==> src/rtl/oscillator_bank.sv <==
// Multi-voice phase-accumulator oscillator bank with wave-table index generation and a mixer.
// Optional macro OSC_MIX_SATURATE_EN: clamp the full mix sum instead of scaling it down.
module oscillator_bank #(
    parameter int unsigned NUM_OSCILLATORS = 4,
    parameter int unsigned SAMPLE_WIDTH    = 16,
    parameter int unsigned WW_WIDTH        = 18,
    parameter int unsigned PHASE_FRAC      = 8
) (
    input  logic                                               clk_in,
    input  logic                                               rst_in,
    input  logic                                               sample_tick_in,
    input  logic                                               ui_update_trig_in,
    input  logic [WW_WIDTH-1:0]                                wave_width_in,
    input  logic [NUM_OSCILLATORS-1:0]                         osc_is_on_in,
    input  logic [NUM_OSCILLATORS*(WW_WIDTH+PHASE_FRAC)-1:0]   phase_inc_in,
    output logic [NUM_OSCILLATORS*WW_WIDTH-1:0]                osc_index_out,
    input  logic [NUM_OSCILLATORS*SAMPLE_WIDTH-1:0]            osc_data_in,
    output logic [SAMPLE_WIDTH-1:0]                            audio_out,
    output logic                                               audio_valid_out,
    output logic                                               overrun_out
);

    localparam int unsigned PW   = WW_WIDTH + PHASE_FRAC;
    localparam int unsigned LOGN = $clog2(NUM_OSCILLATORS);
    localparam int unsigned SUMW = SAMPLE_WIDTH + LOGN;

    typedef enum logic [2:0] {
        IDLE    = 3'd0,
        ADVANCE = 3'd1,
        WAIT1   = 3'd2,
        WAIT2   = 3'd3,
        MIX     = 3'd4
    } state_t;

    state_t                                state;
    logic [NUM_OSCILLATORS-1:0][PW-1:0]    phase;
    logic [NUM_OSCILLATORS-1:0][PW:0]      acc_c;
    logic [NUM_OSCILLATORS-1:0][PW:0]      red_c;
    logic [NUM_OSCILLATORS-1:0][PW-1:0]    phase_nxt_c;
    logic [PW:0]                           wrap_c;
    logic signed [SUMW-1:0]                sum_c;
    logic [SAMPLE_WIDTH-1:0]               audio_c;

    assign wrap_c = {1'b0, wave_width_in, {PHASE_FRAC{1'b0}}};

    // Next phase: one conditional wrap; a step that still overshoots restarts at 0
    always_comb begin
        for (int i = 0; i < NUM_OSCILLATORS; i++) begin
            acc_c[i] = {1'b0, phase[i]} + {1'b0, phase_inc_in[i*PW +: PW]};
            red_c[i] = acc_c[i] - wrap_c;
            if (wave_width_in == '0)
                phase_nxt_c[i] = '0;
            else if (acc_c[i][PW:PHASE_FRAC] < {1'b0, wave_width_in})
                phase_nxt_c[i] = acc_c[i][PW-1:0];
            else if (red_c[i][PW:PHASE_FRAC] < {1'b0, wave_width_in})
                phase_nxt_c[i] = red_c[i][PW-1:0];
            else
                phase_nxt_c[i] = '0;
        end
    end

    // Full-precision sum of sign-extended samples from enabled voices
    always_comb begin
        sum_c = '0;
        for (int i = 0; i < NUM_OSCILLATORS; i++) begin
            if (osc_is_on_in[i])
                sum_c = sum_c + SUMW'($signed(osc_data_in[i*SAMPLE_WIDTH +: SAMPLE_WIDTH]));
        end
    end

`ifdef OSC_MIX_SATURATE_EN
    localparam logic signed [SUMW-1:0] SAT_MAX = {{(LOGN+1){1'b0}}, {(SAMPLE_WIDTH-1){1'b1}}};
    localparam logic signed [SUMW-1:0] SAT_MIN = {{(LOGN+1){1'b1}}, {(SAMPLE_WIDTH-1){1'b0}}};

    always_comb begin
        if (sum_c > SAT_MAX)
            audio_c = {1'b0, {(SAMPLE_WIDTH-1){1'b1}}};
        else if (sum_c < SAT_MIN)
            audio_c = {1'b1, {(SAMPLE_WIDTH-1){1'b0}}};
        else
            audio_c = sum_c[SAMPLE_WIDTH-1:0];
    end
`else
    // Arithmetic shift by LOGN is exactly the top SAMPLE_WIDTH bits of the sum
    assign audio_c = sum_c[SUMW-1:LOGN];
`endif

    always_ff @(posedge clk_in or negedge rst_in) begin
        if (!rst_in) begin
            state           <= IDLE;
            phase           <= '0;
            osc_index_out   <= '0;
            audio_out       <= '0;
            audio_valid_out <= 1'b0;
            overrun_out     <= 1'b0;
        end else begin
            audio_valid_out <= 1'b0;
            if (ui_update_trig_in) begin
                state         <= IDLE;
                phase         <= '0;
                osc_index_out <= '0;
            end else begin
                if (sample_tick_in && state != IDLE)
                    overrun_out <= 1'b1;
                case (state)
                    IDLE: begin
                        if (sample_tick_in)
                            state <= ADVANCE;
                    end
                    ADVANCE: begin
                        for (int i = 0; i < NUM_OSCILLATORS; i++) begin
                            phase[i]                                 <= phase_nxt_c[i];
                            osc_index_out[i*WW_WIDTH +: WW_WIDTH]   <= phase_nxt_c[i][PW-1:PHASE_FRAC];
                        end
                        state <= WAIT1;
                    end
                    WAIT1:   state <= WAIT2;
                    WAIT2:   state <= MIX;
                    MIX: begin
                        audio_out       <= audio_c;
                        audio_valid_out <= 1'b1;
                        state           <= IDLE;
                    end
                    default: state <= IDLE;
                endcase
                // Disabled voices sit at index 0 so re-enabling restarts them cleanly
                for (int i = 0; i < NUM_OSCILLATORS; i++) begin
                    if (!osc_is_on_in[i]) begin
                        phase[i]                               <= '0;
                        osc_index_out[i*WW_WIDTH +: WW_WIDTH] <= '0;
                    end
                end
            end
        end
    end

endmodule

==> config.mk <==
export PLATFORM = sky130hd
export DESIGN_NAME = oscillator_bank
export DESIGN_NICKNAME = d
export VERILOG_FILES = /design/src/rtl/oscillator_bank.sv
export SDC_FILE = /design/constraint.sdc
export NUM_CORES = 1
export LEC_CHECK = 0
export BUFFER_PORTS_ARGS = -buffer_cell sky130_fd_sc_hd__buf_4
export CORE_MARGIN = 10
export CORE_UTILIZATION = 60
export DETAILED_ROUTE_END_ITERATION = 6
export GPL_ROUTABILITY_DRIVEN = 0
export PLACE_DENSITY = 0.9
export SLEW_MARGIN = 20
export SYNTH_ARGS = -nofsm -noshare
export SYNTH_HDL_FRONTEND = slang
export SYNTH_SLANG_ARGS = --single-unit
==> constraint.sdc <==
create_clock -name clk_in -period 8.4 [get_ports clk_in]
set_input_delay 1.26 -clock clk_in [delete_from_list [all_inputs] [get_ports clk_in]]
set_output_delay 1.26 -clock clk_in [all_outputs]
set_load 0.01 [all_outputs]
==> results of run 1 <==
per-layer routing:
| layer | GRT usage | up-vias | routed length (µm) |
|---|---|---|---|
| met3 | 0.05466 | 237 | 4224 |
| met1 | 0.3457 | 8959 | 24030 |
| met2 | 0.5016 | 907 | 28590 |
| met5 | 0 | - | 13 |
| met4 | 0.1828 | 2 | 3419 |
| li1 | - | 8896 | - |
logic make-up (layout without fill, tap and decap cells):
kind of cell	Yosys count	in the layout
other cells	0	1
simple gates	627	627
mux	81	81
compound gates	752	752
xor+xnor	174	174
buf+inv	227	423
flops	125	125
fa+ha+maj	307	307
cell usage after synthesis (29+ instances only):
library cell,instances,share of area
nor3_1,59,0.016
xnor2_1,118,0.054
ha_1,297,0.20
mux2i_1,48,0.025
a21o_1,63,0.025
inv_1,100,0.020
nand2_1,164,0.032
xor2_1,55,0.025
nor2b_1,32,0.011
o21ai_0,113,0.030
buf_4,74,0.029
and2_1,30,0.0099
o21a_1,49,0.019
nand2b_1,31,0.010
a21oi_1,169,0.044
nor2_1,143,0.028
clkbuf_1,34,0.0067
nand3_1,47,0.012
dfrtp_1,125,0.16
o21ai_2,29,0.013
where the power goes:
part	switching, µW	internal, µW
registers	47.7	656
clock network	309	399
logic	1230	948
stage by stage:
step	power [µW]	area, µm²	hold slack (ns)	instances	util
floorplan	2281	19050	0.4538	2293	-
global placement	2718	20900	0.4674	2858	0.6641
detailed placement	2818	20900	0.4739	2858	0.6641
CTS	3543	21440	0.4882	2890	0.6813
global route	3825	21480	0.5088	2892	0.6823
finish	3593	21480	0.4882	2892	0.6823
worst register-to-register path: stages, from the launching register on:
cell       delay, ns
dfrtp_1         0.43
ha_1            0.40
and3_1          0.22
a221oi_1        0.27
o221a_2         0.25
o221ai_1        0.18
o41ai_1         0.90
xnor2_1         0.30
ha_1            0.43
and3_1          0.18
a221o_1         0.32
a221o_1         0.30
a31o_1          0.25
xor2_1          0.23
ha_1            0.30
a21oi_1         0.18
nor2b_1         0.08
a2111oi_0       0.48
nor3b_1         0.32
nand4_1         0.15
a21oi_1         0.20
and3b_1         0.26
o31ai_4         0.18
buf_4           0.27
o21ai_0         0.20
cell type report:
class,instances,area (µm²),share of cell area
diodes,1,2.502,0.0001165
clock buffers,23,478.0,0.02226
clock inverters,9,63.81,0.002971
inverters,100,375.4,0.01748
multi-input cells,1941,14720,0.6854
flip-flops and latches,125,3128,0.1457
well taps,402,503.0,0.02342
repair buffers,291,2205,0.1027
cell usage in the layout (no fill, tap or decap), drive strengths merged, types with 27 or more instances in the layout:
cell / instances
mux2i: 48
nor2b: 32
nand3: 47
nand2b: 31
inv: 100
xor2: 55
ha: 297
mux2: 33
a211oi: 30
a31oi: 27
a21o: 63
dfrtp: 125
a21oi: 171
buf: 291
nor2: 143
nor3: 62
and2: 31
nand2: 164
o21a: 49
o21ai: 168
xnor2: 118
sequential cells by signal (all words and copies together) (netlist names):
| signal | count |
|---|---|
| audio_out | 16 |
| audio_valid_out | 1 |
| osc_index_out | 72 |
| overrun_out | 1 |
| phase | 32 |
| state | 3 |
path summary, 6_finish.rpt:
| check | end | slack [ns] | cells after the start |
|---|---|---|---|
| min in group asynchronous | phase[81] | 0.70 | 1 |
| hold / removal | phase[31] | 0.49 | 2 |
| hold reg to reg | phase[31] | 0.49 | 2 |
| setup reg to reg | osc_index_out[20] | 1.04 | 24 |
| max in group asynchronous | osc_index_out[44] | 6.30 | 3 |
| setup / recovery | osc_index_out[20] | 0.55 | 25 |
==> reports/results.txt, run 1 <==
Lkg Pwr: 0.01048 µW
IO Count: 284
Fmax: 127.5 MHz
Max_slew headroom: 0.2757
Setup Buffers After CTS: 0
Max incr delay on CP: 0.90 ns
Clock root cell: clkbuf_16
Core area: 31470 µm²
FF+latch count, synth: 125
Cts bufs inserted: 17
Synth Area in XOR/XNOR: 0.08079
Critical path class: input port to flop
Status: finished clean
Adder-Cell Fraction of Synth Area: 0.2056
Die width: 198.2 µm
Avg WL per Cell: 20.84 µm
Number of port buffers: 283
Max VDD drop: 0.1665 mV
Crit path top cell by count: ha_1
Crit path DAT: 8.22 ns
Number of library cell types mapped by synthesis: 102
RSZ-0062 raised after global routing: no
GRT Util Overall: 0.2984
FF-to-FF Start: osc_index_out[23]
Asr flop ratio synth: 1.000
Reg clk slew, reported paths: 0.06 ns
Initial antenna violation count: 2
Maximum fanout along the worst path: 13
CP Buf/Inv Count: 2
Mux contribution to synthesized area: 0.04512
Worst setup SP type: input port
Fin worst setup slack: 0.5550 ns
Register area share after synthesis: 0.1642
Post-cts sizing count: 0
Period utilization: 0.9339
Sum of negative setup slack: 0 ns
Syn. warnings: 0
P&R area growth vs syn: 12.74%
Top delay family on crit path: compound AO/OA/AOI/OAI gates
Dominant register cell in the synthesized netlist: dfrtp_1
Hold_sp: phase[31]
Starting DRT DRC Count: 1430
Vias in the first global route: 19070
NumNets Final: 2977
Final Max Tran Viols: 0
Post-place setup slack: 0.5533 ns
Drt pass-1 iters: 6
Crit path required time: 8.77 ns
Synth Area in Compound Gates: 0.2767
Layout cells sized above 1: 0.1720
Final ANT Viol Nets: 0
Global-route wire length before repair: 95.63 mm
Post-Synth Simple-Gate Area: 0.1642
CTS HTree Levels: 4
Skew final: 0.007215 ns
Worst-Margin Slew: 1.072 ns
Clk_lat worst skew: 0.46 ns
Post-route DRC violation count: 0
Core Rows: 65
Post-Syn Nets: 2794
Post-CTS Hold Fix Bufs: 0
Worst min path class: flop to flop
Max-cap viol count: 0
CTS tree: done
Crit-path slowest cell: o41ai_1
Worst Setup End Kind: flop
Period minus WS final: 7.845 ns
Via/cell ratio: 6.570
CTS Buffer Depth: 2
Die area: 39280 µm²
DP HPWL: 47.24 mm
Final Hold Viols: 0
CP Launch Point: phase_inc_in[39]
PD cells: 167.3 nW/µm²
Die Height: 198.2 µm
Largest family of logic cells by synthesized area: compound AO/OA/AOI/OAI gates
Grt ovf: 0
Setup violators final: 0
Pin count of the biggest net entering global routing: 76
Final WL: 60.28 mm
# fillers: 2411
Syn Inst Count: 2293
Initial Util: 0.6052
Vias after detailed routing: 19000
Clk sink count: 125
Syn Area/Cell: 8.308 µm²
Synth Cell Area: 19050 µm²
EDFF count, synth: 0
Note: power is estimated with default switching activity, not from simulation.
==> inputs of run 2 (changes only) <==
- ABC_AREA: unset -> 1
- CAP_MARGIN: unset -> 20
- PLACE_DENSITY: 0.9 -> 0.89
==> reports/results.txt, run 2 <==
Grt ovf: 0
Worst-Margin Slew: 0.8766 ns
Post-cts sizing count: 0
Post-CTS Hold Fix Bufs: 0
Drt pass-1 iters: 6
Hold Crit Depth: 1
Crit path top cell by count: nand2_1
Largest registers: osc_index_out: 72 flops, phase: 32 flops, audio_out: 16 flops
R2R Setup Slk: 3.10 ns
Period utilization: 0.6938
Final WL: 69.85 mm
Fmax: 171.6 MHz
Via/cell ratio: 5.788
Final Max Tran Viols: 0
Most common cell in the netlist: nand2_1
Reg clk slew, reported paths: 0.06 ns
Initial antenna violation count: 3
Vias after detailed routing: 24150
Clk sink count: 125
Lkg Pwr: 0.01405 µW
Fin worst setup slack: 2.572 ns
CTS tree: done
Core Rows: 69
Most common cell after layout, fill and taps aside: nand2_1
Biggest register: osc_index_out
Synth Cell Area: 21780 µm²
Period minus WS final: 5.828 ns
Critical path class: input port to flop
Worst setup SP type: input port
Hold worst-path end: overrun_out
Utilization after layout: 0.6833
CP Launch Point: phase_inc_in[26]
Status: finished clean
Post-route DRC violation count: 0
Max_slew headroom: 0.4120
Number of port buffers: 283
Crit-path slowest cell: fa_1
Area leader, netlist: nand2_1
Max incr delay on CP: 0.47 ns
Clock root cell: clkbuf_16
Die area: 44330 µm²
Setup Buffers After CTS: 0
Synth top area cells: nand2_1 18%, ha_1 17%, dfrtp_1 14%
RSZ-0062 raised after global routing: no
Syn. warnings: 0
Global-route wire length before repair: 111.5 mm
Avg WL per Cell: 16.74 µm
Final Hold Viols: 0
Die Height: 210.5 µm
Max FFs per register: 72
Initial Util: 0.6109
Post-Syn Nets: 4012
Most frequent cells in the layout: 1061 x nand2_1, 444 x inv_1, 297 x ha_1, 284 x buf_4, 267 x a21oi_1
Hold_sp: overrun_out
FF+latch count, synth: 125
# fillers: 3211
CTS Buffer Depth: 2
Register area share after synthesis: 0.1436
PD cells: 147.9 nW/µm²
Clk_lat worst skew: 0.46 ns
Final ANT Viol Nets: 0
Crit path DAT: 6.22 ns
GRT Util Overall: 0.3043
Synth cell count leaders: 1061 x nand2_1, 444 x inv_1, 297 x ha_1, 267 x a21oi_1, 249 x nor2_1
Max VDD drop: 0.1566 mV
IO Count: 284
Worst hold margin: 0.4750 ns
Die width: 210.5 µm
Asr flop ratio synth: 1.000
Layout cells sized above 1: 0.1168
Vias in the first global route: 23020
Cts bufs inserted: 17
Setup violators final: 0
Core area: 35660 µm²
Share of the synthesized area in the top cell type: 0.1828
Pin count of the biggest net entering global routing: 68
Crit path required time: 8.79 ns
FF-to-FF End: osc_index_out[24]
Post-place setup slack: 2.216 ns
EDFF count, synth: 0
DP HPWL: 55.75 mm
FF-to-FF Start: phase[26]
P&R area growth vs syn: 11.84%
Max-cap viol count: 0
Starting DRT DRC Count: 2117
Number of library cell types mapped by synthesis: 56
Syn Inst Count: 3511
Maximum fanout along the worst path: 26
Dominant register cell in the synthesized netlist: dfrtp_1
Sum of negative setup slack: 0 ns
Syn Area/Cell: 6.204 µm²
NumNets Final: 4196
Skew final: 0.009675 ns
Worst min path class: flop to flop
Path depth of the worst reg2reg path: 29
CTS HTree Levels: 4
Worst Setup End Kind: flop
==> run 2: cell types whose count changed in the layout (fill, tap and decap cells not counted), moves of 33 or more <==
cell	delta
nand2_1	+897
o21a_1	-37
xnor2_1	-71
inv_1	+344
xor2_1	+33
nand4_1	+33
mux2i_1	-48
nand3_1	+173
o21ai_0	+46
nor2_1	+105
a21oi_1	+98
==> run 2: area by class of cell <==
type / count / area (µm²) / area share
diodes: 3 / 7.507 / 0.0003082
flip-flops and latches: 125 / 3128 / 0.1284
clock buffers: 17 / 425.4 / 0.01746
well taps: 461 / 576.8 / 0.02368
inverters: 461 / 1733 / 0.07113
repair buffers: 285 / 2143 / 0.08798
multi-input cells: 2805 / 16120 / 0.6615
clock inverters: 15 / 232.7 / 0.009553
==> run 2: worst max-delay path by stage <==
stage | endpoint | slack, ns
after global placement | osc_index_out[25] | 2.34
after detailed placement | osc_index_out[24] | 2.22
after floorplan | audio_out[15] | 2.44
after CTS | osc_index_out[24] | 2.66
final | osc_index_out[24] | 2.57
after global routing | osc_index_out[24] | 2.15
==> run 2: cell families after synthesis <==
family	Yosys count	synth area share
buffers and inverters	581	0.1170
xor gates and xnor gates	135	0.05428
and+or+nand+nor	1747	0.3459
AOI/OAI and AO/OA	616	0.1594
adders and majority gates	307	0.1798
DFF	125	0.1436
==> run 2: power breakdown <==
group	leakage (µW)	switching, µW	total, µW	internal [µW]
logic	0.0120	1310	2060	747
registers	0.00171	34.7	673	638
clock network	0.000319	339	870	531
==> run 2: worst max-delay path: cells and delay by family <==
kind | cells | cell delay [ns]
and+or+nand+nor | 17 | 2.17
AOI/OAI and AO/OA | 3 | 0.37
xor gates and xnor gates | 2 | 0.40
buffers and inverters | 3 | 0.27
adders and majority gates | 5 | 1.72
==> run 2: through the flow <==
step	cells	area (µm²)	power, µW
6_report	4172	24360	3604
5_1_grt	4171	24360	3880
4_1_cts	4169	24350	3566
3_5_place_dp	4137	23690	2682
3_3_place_gp	4137	23690	2641
2_1_floorplan	3511	21780	2180
==> run 2: metal layers <==
metal	part of all wire	wire length, µm	track usage
met5	0	0	0
met2	0.47	32490	0.5189
met4	0.044	3099	0.1484
met3	0.083	5822	0.05475
met1	0.41	28440	0.3627
